==> config.mk <==
export PLATFORM = sky130hd
export DESIGN_NAME = narrow_32to16
export DESIGN_NICKNAME = d
export VERILOG_FILES = /design/src/rtl/narrow_32to16.sv
export SDC_FILE = /design/constraint.sdc
export NUM_CORES = 1
export LEC_CHECK = 0
export BUFFER_PORTS_ARGS = -buffer_cell sky130_fd_sc_hd__buf_2
export CAP_MARGIN = 20
export CORE_MARGIN = 3
export CORE_UTILIZATION = 55
export CTS_BUF_LIST = sky130_fd_sc_hd__clkbuf_8 sky130_fd_sc_hd__clkbuf_16
export CTS_CLUSTER_DIAMETER = 50
export DETAILED_ROUTE_END_ITERATION = 10
export PLACE_DENSITY = 0.85
export SLEW_MARGIN = 20
export SYNTH_ARGS = -nofsm -noshare
export SYNTH_HDL_FRONTEND = slang
export SYNTH_SLANG_ARGS = --single-unit
==> constraint.sdc <==
create_clock -name clk -period 5.8 [get_ports clk]
set_input_delay 1.74 -clock clk [delete_from_list [all_inputs] [get_ports clk]]
set_output_delay 1.74 -clock clk [all_outputs]
set_load 0.1 [all_outputs]
==> src/rtl/narrow_32to16.sv <==
`default_nettype none
// ============================================================================
//  Module      : narrow_32to16
//  Description : Splits 32-bit words into 16-bit halfwords (low half first).
//                In half mode only the low halfword is emitted, and a nonzero
//                high half discarded this way raises a sticky trunc_err.
//                Counts completed words. Valid/ready on both sides, with
//                back-to-back word acceptance on the completing beat.
//  Revision    : 1.0  initial release
// ============================================================================
module narrow_32to16 (
    input  logic        clk,
    input  logic        rst_n,
    input  logic        in_valid,
    output logic        in_ready,
    input  logic [31:0] in_data,
    input  logic        in_half,
    output logic        out_valid,
    input  logic        out_ready,
    output logic [15:0] out_data,
    output logic        out_last,
    input  logic        err_clr,
    output logic        trunc_err,
    output logic [7:0]  word_cnt
);

    typedef enum logic [1:0] {
        IDLE = 2'd0,
        LO   = 2'd1,
        HI   = 2'd2
    } state_t;

    state_t      r_state;
    state_t      w_state_next;
    logic [31:0] r_hold;
    logic        r_half;
    logic        r_trunc_err;
    logic [7:0]  r_word_cnt;

    logic        w_complete;
    logic        w_accept;
    logic        w_trunc_set;

    // Word finishes when its final halfword is taken by downstream.
    always_comb begin
        w_complete = 1'b0;
        case (r_state)
            LO:      w_complete = out_ready & r_half;
            HI:      w_complete = out_ready;
            default: w_complete = 1'b0;
        endcase
    end

    // Ready when empty, or when the last halfword leaves this cycle.
    assign in_ready    = (r_state == IDLE) | w_complete;
    assign w_accept    = in_valid & in_ready;
    assign w_trunc_set = w_accept & in_half & (|in_data[31:16]);

    // State register.
    always_ff @(posedge clk or negedge rst_n) begin
        if (!rst_n) begin
            r_state <= IDLE;
        end else begin
            r_state <= w_state_next;
        end
    end

    // Next-state logic; a stalled halfword keeps the current state.
    always_comb begin
        w_state_next = r_state;
        case (r_state)
            IDLE: begin
                if (w_accept) begin
                    w_state_next = LO;
                end
            end
            LO: begin
                if (out_ready) begin
                    if (!r_half) begin
                        w_state_next = HI;
                    end else if (w_accept) begin
                        w_state_next = LO;
                    end else begin
                        w_state_next = IDLE;
                    end
                end
            end
            HI: begin
                if (out_ready) begin
                    w_state_next = w_accept ? LO : IDLE;
                end
            end
            default: w_state_next = IDLE;
        endcase
    end

    // Capture the word and its mode only on an accept.
    always_ff @(posedge clk or negedge rst_n) begin
        if (!rst_n) begin
            r_hold <= 32'h0000_0000;
            r_half <= 1'b0;
        end else if (w_accept) begin
            r_hold <= in_data;
            r_half <= in_half;
        end
    end

    // Sticky truncation flag; a new set takes priority over a clear.
    always_ff @(posedge clk or negedge rst_n) begin
        if (!rst_n) begin
            r_trunc_err <= 1'b0;
        end else if (w_trunc_set) begin
            r_trunc_err <= 1'b1;
        end else if (err_clr) begin
            r_trunc_err <= 1'b0;
        end
    end

    // Completed-word counter, wraps naturally at 8 bits.
    always_ff @(posedge clk or negedge rst_n) begin
        if (!rst_n) begin
            r_word_cnt <= 8'h00;
        end else if (w_complete) begin
            r_word_cnt <= r_word_cnt + 8'h01;
        end
    end

    // Output halfword selection; zeros whenever nothing is presented.
    always_comb begin
        out_valid = 1'b0;
        out_data  = 16'h0000;
        out_last  = 1'b0;
        case (r_state)
            LO: begin
                out_valid = 1'b1;
                out_data  = r_hold[15:0];
                out_last  = r_half;
            end
            HI: begin
                out_valid = 1'b1;
                out_data  = r_hold[31:16];
                out_last  = 1'b1;
            end
            default: begin
                out_valid = 1'b0;
                out_data  = 16'h0000;
                out_last  = 1'b0;
            end
        endcase
    end

    assign trunc_err = r_trunc_err;
    assign word_cnt  = r_word_cnt;

endmodule
`default_nettype wire
# Word level (Yosys, flattened, before mapping)
# Index checks and enable logic that the tools add are counted.
# word_totals
ff_bits	44
input_bits	38
output_inout_bits	28
word_cells	33
# op_classes
n_addsub	1
eq_ne	5
muxes	12
bitwise	5
n_reduce_logical	5
# ops
operator	count
16-bit one-hot mux with 2 select lines	1
16-bit OR reduction	1
8-bit by 1-bit adder with 8-bit output (second input constant)	1
2-bit two-way mux	4
2-bit inequality test (second input constant)	3
2-bit one-hot mux with 3 select lines	1
1-bit AND	4
1-bit two-way mux	4
1-bit one-hot mux with 2 select lines	2
3-bit AND reduction	1
2-bit by 1-bit equality test with 1-bit output (second input constant)	1
2-bit equality test (second input constant)	1
2-bit logical NOT	1
2-bit nonzero test	1
2-bit OR reduction	1
1-bit bitwise OR	1

# Longest topological paths before layout
# Gate-level depths: netlist of the first run.
# logic_depth
word_depth	8
depth_mapped	7
mapped_depth_nobuf	5

# Least setup slack after synthesis of the first run
# Ideal clock, no wire load.
# synth_path
kind	register -> output
from	register r_state[0]
to	output port out_data[11]
arrival_ns	3.147
required_ns	4.060
path_slack_ns	0.913
stages_incl_launch_ff	6
n_path_buf	2
cell_sequence	dfrtp_1 > inv_1 > ha_1 > buf_4 > clkbuf_1 > nor2b_1
# synth_between
elab_chain_cells	2
elab_cells_between_ends	3
cone_classes	eq/ne (2); mux (1)
# synth_lines
item	line	text
from (decl)	33	state_t r_state;
from (signal assigned)	64	r_state <= w_state_next;
2-bit equality test or 2-bit by 1-bit equality test with 1-bit output (tied branches)	133	case (r_state)
16-bit one-hot mux with 2 select lines (*)	133	
to (decl)	20	output logic [15:0] out_data,
# Mark *: on every way between the ends. The rest lies on a longest branch, timed or not.

# Worst setup path in the final report of the first run
# layout_path
from	input port out_ready
to	output port in_ready
# layout_between
elab_chain_cells	3
# layout_lines
item	line	text
from (decl)	19	input logic out_ready,
1-bit AND	48	LO: w_complete = out_ready & r_half;
1-bit one-hot mux with 2 select lines (*)	47	case (r_state)
1-bit bitwise OR (*)	55	assign in_ready = (r_state == IDLE) | w_complete;
to (decl)	15	output logic in_ready,
# Marks and branches as above.

==> results.yml, run 1 <==
clock_network:
  clk_pin_slew_worst_paths_ps: 80
  clockRootBuffer: "clkbuf_8"
  cts_made_buffers: 5
  cts_post_setup_buffers_inserted: 0
  ctsResizeCount: 0
  clk_latency_ps: 300
  clock_path_buffers: 2
  cts.sinks: 44
  cts.htree.levels: 2
  hold_buffers: 0
  cts_tree: "built"
layout:
  stdcell_count: 281
  areaGrowthSynthToFinish_pct: 19.07
  finalNetCount: 275
  final_cell_area_sq_um: 2562
  utilization_pct: 68.96
  layout-drive-gt1-share_pct: 48.07
  antenna_cells: 0
place:
  io_buffers: 65
  hpwl_mm: 3.043
  gp_congestion: 0.7870
  dp.cells: 273
  placed_area_sq_um: 2475
detailed_routing:
  final_antenna_net_count: 0
  drc: 0
  viasPerCell: 5.420
  wl_per_cell_um: 15.60
  drt-total-wl_mm: 4.384
  drt_first_pass_iters: 5
  via_count: 1523
  first_iter_violations: 123
yosys:
  synthArstFlopShare_pct: 100.0
  ys_warn_count: 0
  yosys.area.top_type: "dfrtp_1"
  syn_avg_cell_area_sq_um: 12.73
  synthTopCellsByCount: "44 x dfrtp_1, 34 x mux2_2, 17 x nor2b_1, 16 x a22oi_1, 5 x ha_1"
  synth.most_common_cell: "dfrtp_1"
  synthTopCellsByArea: "dfrtp_1 51%, mux2_2 18%, a22oi_1 5.6%"
  synth-seq-cells: 44
  syn_inst: 169
  synthesis.nets: 212
  synth_cell_types: 33
  seq_area_frac_synth_pct: 51.16
  synth_largest_type_area_fraction_pct: 51.16
  synth_edf_count: 0
  synth_ff_type: "dfrtp_1"
  synth_area_sq_um: 2152
outcome:
  outcome: "completed"
setup_path:
  required_ps: 4060
  worst_path_largest_cell_delay_ps: 290
  path_cells: "buf_2 -> and2_1 -> and2_1 -> or2_2 -> buf_2"
  crit_type: "in2out"
  critPathArrivalTime_ps: 2820
  cp-start-kind: "input pin"
  cpMaxStageDelayCell: "buf_2"
  endpoint_kind: "output port"
  worstPathMaxFanout: 4
timing:
  max_slew_margin_pct: 30.00
  fin_crit_ps: 4563
  setup_viol: 0
  max_slew.worst_pin.slew_ps: 1046
  fin_tns_setup_ps: 0
  slew_viol_final: 0
  fin_crit_sh_pct: 78.68
  fin_skew_ps: 5.473
  fmax_mhz: 219.1
  rsz0062_at_grt: "false"
  hold_viol: 0
die:
  rows: 22
  fp.dieW_um: 68.55
  die_h_um: 68.55
  dieArea_sq_um: 4699
  coreArea_sq_um: 3716
  io_pins: 66
  start_util_pct: 57.91
global_routing:
  grt_pass1_vias: 1462
  antenna_found_initial: 0
  grt_max_degree: 45
  overflow: 0
  grt_pass1_wl_mm: 6.920
  grt_usage_pct: 20.49
min_path:
  hold_class: "reg2reg"
job:
  cap_violations: 0
==> through the flow <==
| step | setup WS (ps) | hold WS (ps) |
|---|---|---|
| floorplan | 912.7 | 481.3 |
| CTS | 1239 | 472.6 |
| detailed placement | 1242 | 458.6 |
| global placement | 1271 | 457.6 |
| finish | 1237 | 467.9 |
| global route | 1193 | 502.8 |
==> path summary, 6_finish.rpt <==
| check | startpoint | end | slack, ps | depth (start not counted) |
|---|---|---|---|---|
| min in group asynchronous | rst_n | r_hold[4]$_DFFE_PN0N_ | 1570 | 1 |
| setup / recovery | out_ready | in_ready | 1240 | 5 |
| setup reg to reg | r_state[1]$_DFFE_PN0P_ | r_hold[30]$_DFFE_PN0N_ | 2980 | 5 |
| hold / removal | word_cnt[7]$_DFFE_PN0P_ | word_cnt[7]$_DFFE_PN0P_ | 470 | 1 |
| hold reg to reg | word_cnt[7]$_DFFE_PN0P_ | word_cnt[7]$_DFFE_PN0P_ | 470 | 1 |
| max in group asynchronous | rst_n | word_cnt[1]$_DFFE_PN0P_ | 3640 | 1 |
==> kinds of logic (layout without fill, tap and decap cells) <==
logic type               count (synthesis)  count (layout)  synth area share (%)
flip-flops                              44              44                 51.16
adder cells (fa/ha/maj)                  5               5                 2.907
AO/OA/AOI/OAI                           23              23                 9.129
buffers and inverters                   13              77                 3.604
multiplexers                            35              35                 18.26
AND/OR/NAND/NOR                         42              42                 12.09
XOR/XNOR                                 7               7                 2.849
==> sequential cells by signal, indices dropped and copies added (netlist names) <==
signal	count
r_half	1
r_hold	32
word_cnt	8
trunc_err	1
r_state	2
==> worst max-delay path: cells and delay by family <==
| kind | cells | cell delay [ps] |
|---|---|---|
| and+or+nand+nor | 3 | 660 |
| buffers and inverters | 2 | 410 |
==> cells in the final DEF, fill, tap and decap left out <==
cell,n
clkbuf_8,5
xnor2_1,4
nor4_1,4
or2_2,1
inv_1,4
o21bai_1,1
and2_1,4
a22oi_1,16
nor3b_1,1
clkinv_2,2
or4b_1,1
nand2_1,2
nor2b_1,17
a21o_1,1
nand3_1,3
nand4_2,1
mux2i_1,1
xor2_1,3
ha_1,5
nand4_1,3
mux2_2,34
dfrtp_1,44
a21oi_4,1
a32o_1,1
nor2_1,2
buf_2,65
o21ba_2,1
clkinv_4,1
nor3_1,2
o21ai_4,1
and4_1,1
o2bb2ai_1,1
==> routing by layer <==
metal  routed length [um]  part of all wire, %  up-vias  GRT usage (%)
met5                    0                    0        -              0
met4                   57                  1.3        0          8.933
met3                  252                  5.7        4          5.348
met2                 2104                   48       45          31.47
met1                 1969                   45      739          27.38
li1                     -                    -      735              -
==> layout make-up <==
cell class | instances | area [sq um]
clock buffer | 5 | 68.82
multi-input combinational | 112 | 973.4
inverter | 4 | 15.01
sequential | 44 | 1101
timing repair buffer | 65 | 325.3
fill | 307 | 1154
tap | 48 | 60.06
clock inverter | 3 | 18.77
Power of run 1 is not shown: default switching activity piles up to over one toggle a cycle in this logic, so the estimate is an artifact.
==> run 2: changes to the inputs <==
--- a/config.mk
+++ b/config.mk
@@ -5,14 +5,15 @@
 export SDC_FILE = /design/constraint.sdc
 export NUM_CORES = 1
 export LEC_CHECK = 0
+export ABC_AREA = 1
 export BUFFER_PORTS_ARGS = -buffer_cell sky130_fd_sc_hd__buf_2
 export CAP_MARGIN = 20
 export CORE_MARGIN = 3
-export CORE_UTILIZATION = 55
+export CORE_UTILIZATION = 51
 export CTS_BUF_LIST = sky130_fd_sc_hd__clkbuf_8 sky130_fd_sc_hd__clkbuf_16
 export CTS_CLUSTER_DIAMETER = 50
 export DETAILED_ROUTE_END_ITERATION = 10
-export PLACE_DENSITY = 0.85
+export PLACE_DENSITY = 0.79
 export SLEW_MARGIN = 20
 export SYNTH_ARGS = -nofsm -noshare
 export SYNTH_HDL_FRONTEND = slang
==> constraint.sdc (replaced) <==
create_clock -name clk -period 4.59 [get_ports clk]
set_input_delay 1.377 -clock clk [delete_from_list [all_inputs] [get_ports clk]]
set_output_delay 1.377 -clock clk [all_outputs]
set_load 0.1 [all_outputs]
==> run 2 against run 1 <==
Against the previous run: critical path depth grew 2; register-to-register slack lost 700 ps; design area is 3.5% higher; final cell count grew 37%; global-route usage fell by 1.1 points; setup slack worse by 380 ps; via count increased by 24%.
==> results.yml, run 2 <==
outcome:
  outcome: "completed"
timing:
  fmax_mhz: 267.7
  max_slew_margin_pct: 35.14
  fin_crit_ps: 3736
  hold_viol: 0
  setup_viol: 0
  rsz0062_at_grt: "false"
  fin_crit_sh_pct: 81.39
  timing.hold.ws_ps: 485.9
  slew_viol_final: 0
  max_slew.worst_pin.slew_ps: 972.9
  fin_skew_ps: 3.410
setup_path:
  required_ps: 3210
  endpoint_kind: "output port"
  worstPathMaxFanout: 19
  crit_type: "reg2out"
  reg2reg_setup_slack_ps: 2280
  critPathArrivalTime_ps: 2360
  cp-start-kind: "flip-flop"
yosys:
  synth.most_common_cell: "nand2_1"
  syn_avg_cell_area_sq_um: 8.236
  synthesis.nets: 316
  synth_area_sq_um: 2248
  synthTopCellsByCount: "125 x nand2_1, 44 x dfrtp_1, 23 x inv_1, 17 x a21oi_1, 9 x nor2_1"
  seq_area_frac_synth_pct: 48.97
  synth_largest_type_area_fraction_pct: 48.97
  synth_ff_type: "dfrtp_1"
  synth_edf_count: 0
  synthArstFlopShare_pct: 100.0
  synth_cell_types: 28
  yosys.area.top_type: "dfrtp_1"
  syn_inst: 273
  synthTopCellsByArea: "dfrtp_1 49%, nand2_1 21%, inv_1 3.8%"
  ys_warn_count: 0
  synth-seq-cells: 44
layout:
  antenna_cells: 0
  final_cell_mix: "125 x nand2_1, 65 x buf_2, 44 x dfrtp_1, 23 x inv_1, 17 x a21oi_1"
  layout-drive-gt1-share_pct: 25.97
  largest_reg_flops: 32
  largest_register: "r_hold"
  final_common_cell: "nand2_1"
  areaGrowthSynthToFinish_pct: 17.97
  finalNetCount: 377
  utilization_pct: 64.46
power_and_ir_drop:
  total_power_mw: 2.145
  power_density_nw_per_um2: 808.5
  ir_drop_mv: 0.4326
  p_leak_nw: 1.471
detailed_routing:
  drt_first_pass_iters: 4
  first_iter_violations: 71
  drt-total-wl_mm: 4.640
  via_count: 1886
  drc: 0
  final_antenna_net_count: 0
  viasPerCell: 4.899
  wl_per_cell_um: 12.05
die:
  coreArea_sq_um: 4115
  dieArea_sq_um: 5241
  fp.dieW_um: 72.40
  die_h_um: 72.40
  start_util_pct: 54.64
  rows: 23
  io_pins: 66
clock_network:
  hold_buffers: 0
  clk_pin_slew_worst_paths_ps: 80
  clockRootBuffer: "clkbuf_8"
  cts_made_buffers: 5
  cts.htree.levels: 2
  cts_post_setup_buffers_inserted: 0
  cts.sinks: 44
  cts_tree: "built"
  clock_path_buffers: 2
  ctsResizeCount: 0
  clk_latency_ps: 300
global_routing:
  grt_pass1_vias: 1810
  antenna_found_initial: 0
  grt_pass1_wl_mm: 8.017
  overflow: 0
  grt_usage_pct: 19.42
  grt_max_degree: 46
job:
  cap_violations: 0
min_path:
  hold_class: "reg2reg"
place:
  gp_congestion: 0.8716
  hpwl_mm: 3.311
  io_buffers: 65
[run 2: power breakdown]
group / internal, mW / switching, mW / leakage (nW) / total (mW)
Combinational: 0.234 / 0.953 / 0.855 / 1.19
Sequential: 0.550 / 0.0946 / 0.554 / 0.645
Clock: 0.178 / 0.135 / 0.0614 / 0.313
Total: 0.962 / 1.18 / 1.47 / 2.14
[run 2: final timing paths]
| kind | startpoint | end | depth (start not counted) |
|---|---|---|---|
| max | r_state[1]$_DFFE_PN0P_ | in_ready | 7 |
| min | r_hold[9]$_DFFE_PN0N_ | r_hold[9]$_DFFE_PN0N_ | 2 |
| max reg2reg | r_state[1]$_DFFE_PN0P_ | trunc_err$_DFFE_PN0P_ | 10 |
| min reg2reg | r_hold[9]$_DFFE_PN0N_ | r_hold[9]$_DFFE_PN0N_ | 2 |
| max in group asynchronous | rst_n | r_hold[14]$_DFFE_PN0N_ | 1 |
| min in group asynchronous | rst_n | word_cnt[0]$_DFFE_PN0P_ | 1 |
[run 2: area by class of cell]
type	count	area (sq um)
flip-flops and latches	44	1101
repair buffers	65	325.3
fillers	365	1463
clock buffers	6	82.58
multi-input cells	192	939.7
well taps	50	62.56
clock inverters	2	38.79
inverters	26	102.6
[run 2: logic make-up (layout without fill, tap and decap cells)]
logic type	count (synthesis)	count (layout)	share of synthesized area [%]
buffers and inverters	37	99	9.237
DFF	44	44	48.97
xor gates and xnor gates	7	7	2.727
and+or+nand+nor	146	146	27.05
AOI/OAI and AO/OA	34	34	9.238
adders and majority gates	5	5	2.782
[run 2: worst max-delay path: stages, from the launching register on]
cell	delay, ps
dfrtp_1	410
inv_1	100
ha_1	600
nand2_2	160
nand2_4	120
nand3_4	120
nand2_4	120
buf_2	430
[run 2: per-layer routing]
metal / up-vias / track usage (%) / routed length, um / share of wire (%)
met5: - / 0 / 0 / 0
met4: 0 / 6.762 / 63 / 1.4
met3: 6 / 4.709 / 317 / 6.8
met2: 57 / 32.76 / 2172 / 47
met1: 859 / 24.37 / 2086 / 45
li1: 964 / - / - / -
[run 2: stage by stage]
stage / setup TNS, ps / cells / worst slack [ps] / instance area, sq um
detailed placement: 0 / 377 / 1017 / 2531
global route: 0 / 385 / 691.0 / 2653
CTS: 0 / 385 / 811.2 / 2653
finish: 0 / 385 / 854.2 / 2653
global placement: 0 / 377 / 1041 / 2531
floorplan: -3390 / 273 / -280.3 / 2248
No activity file was read; power rests on OpenSTA's default activity.
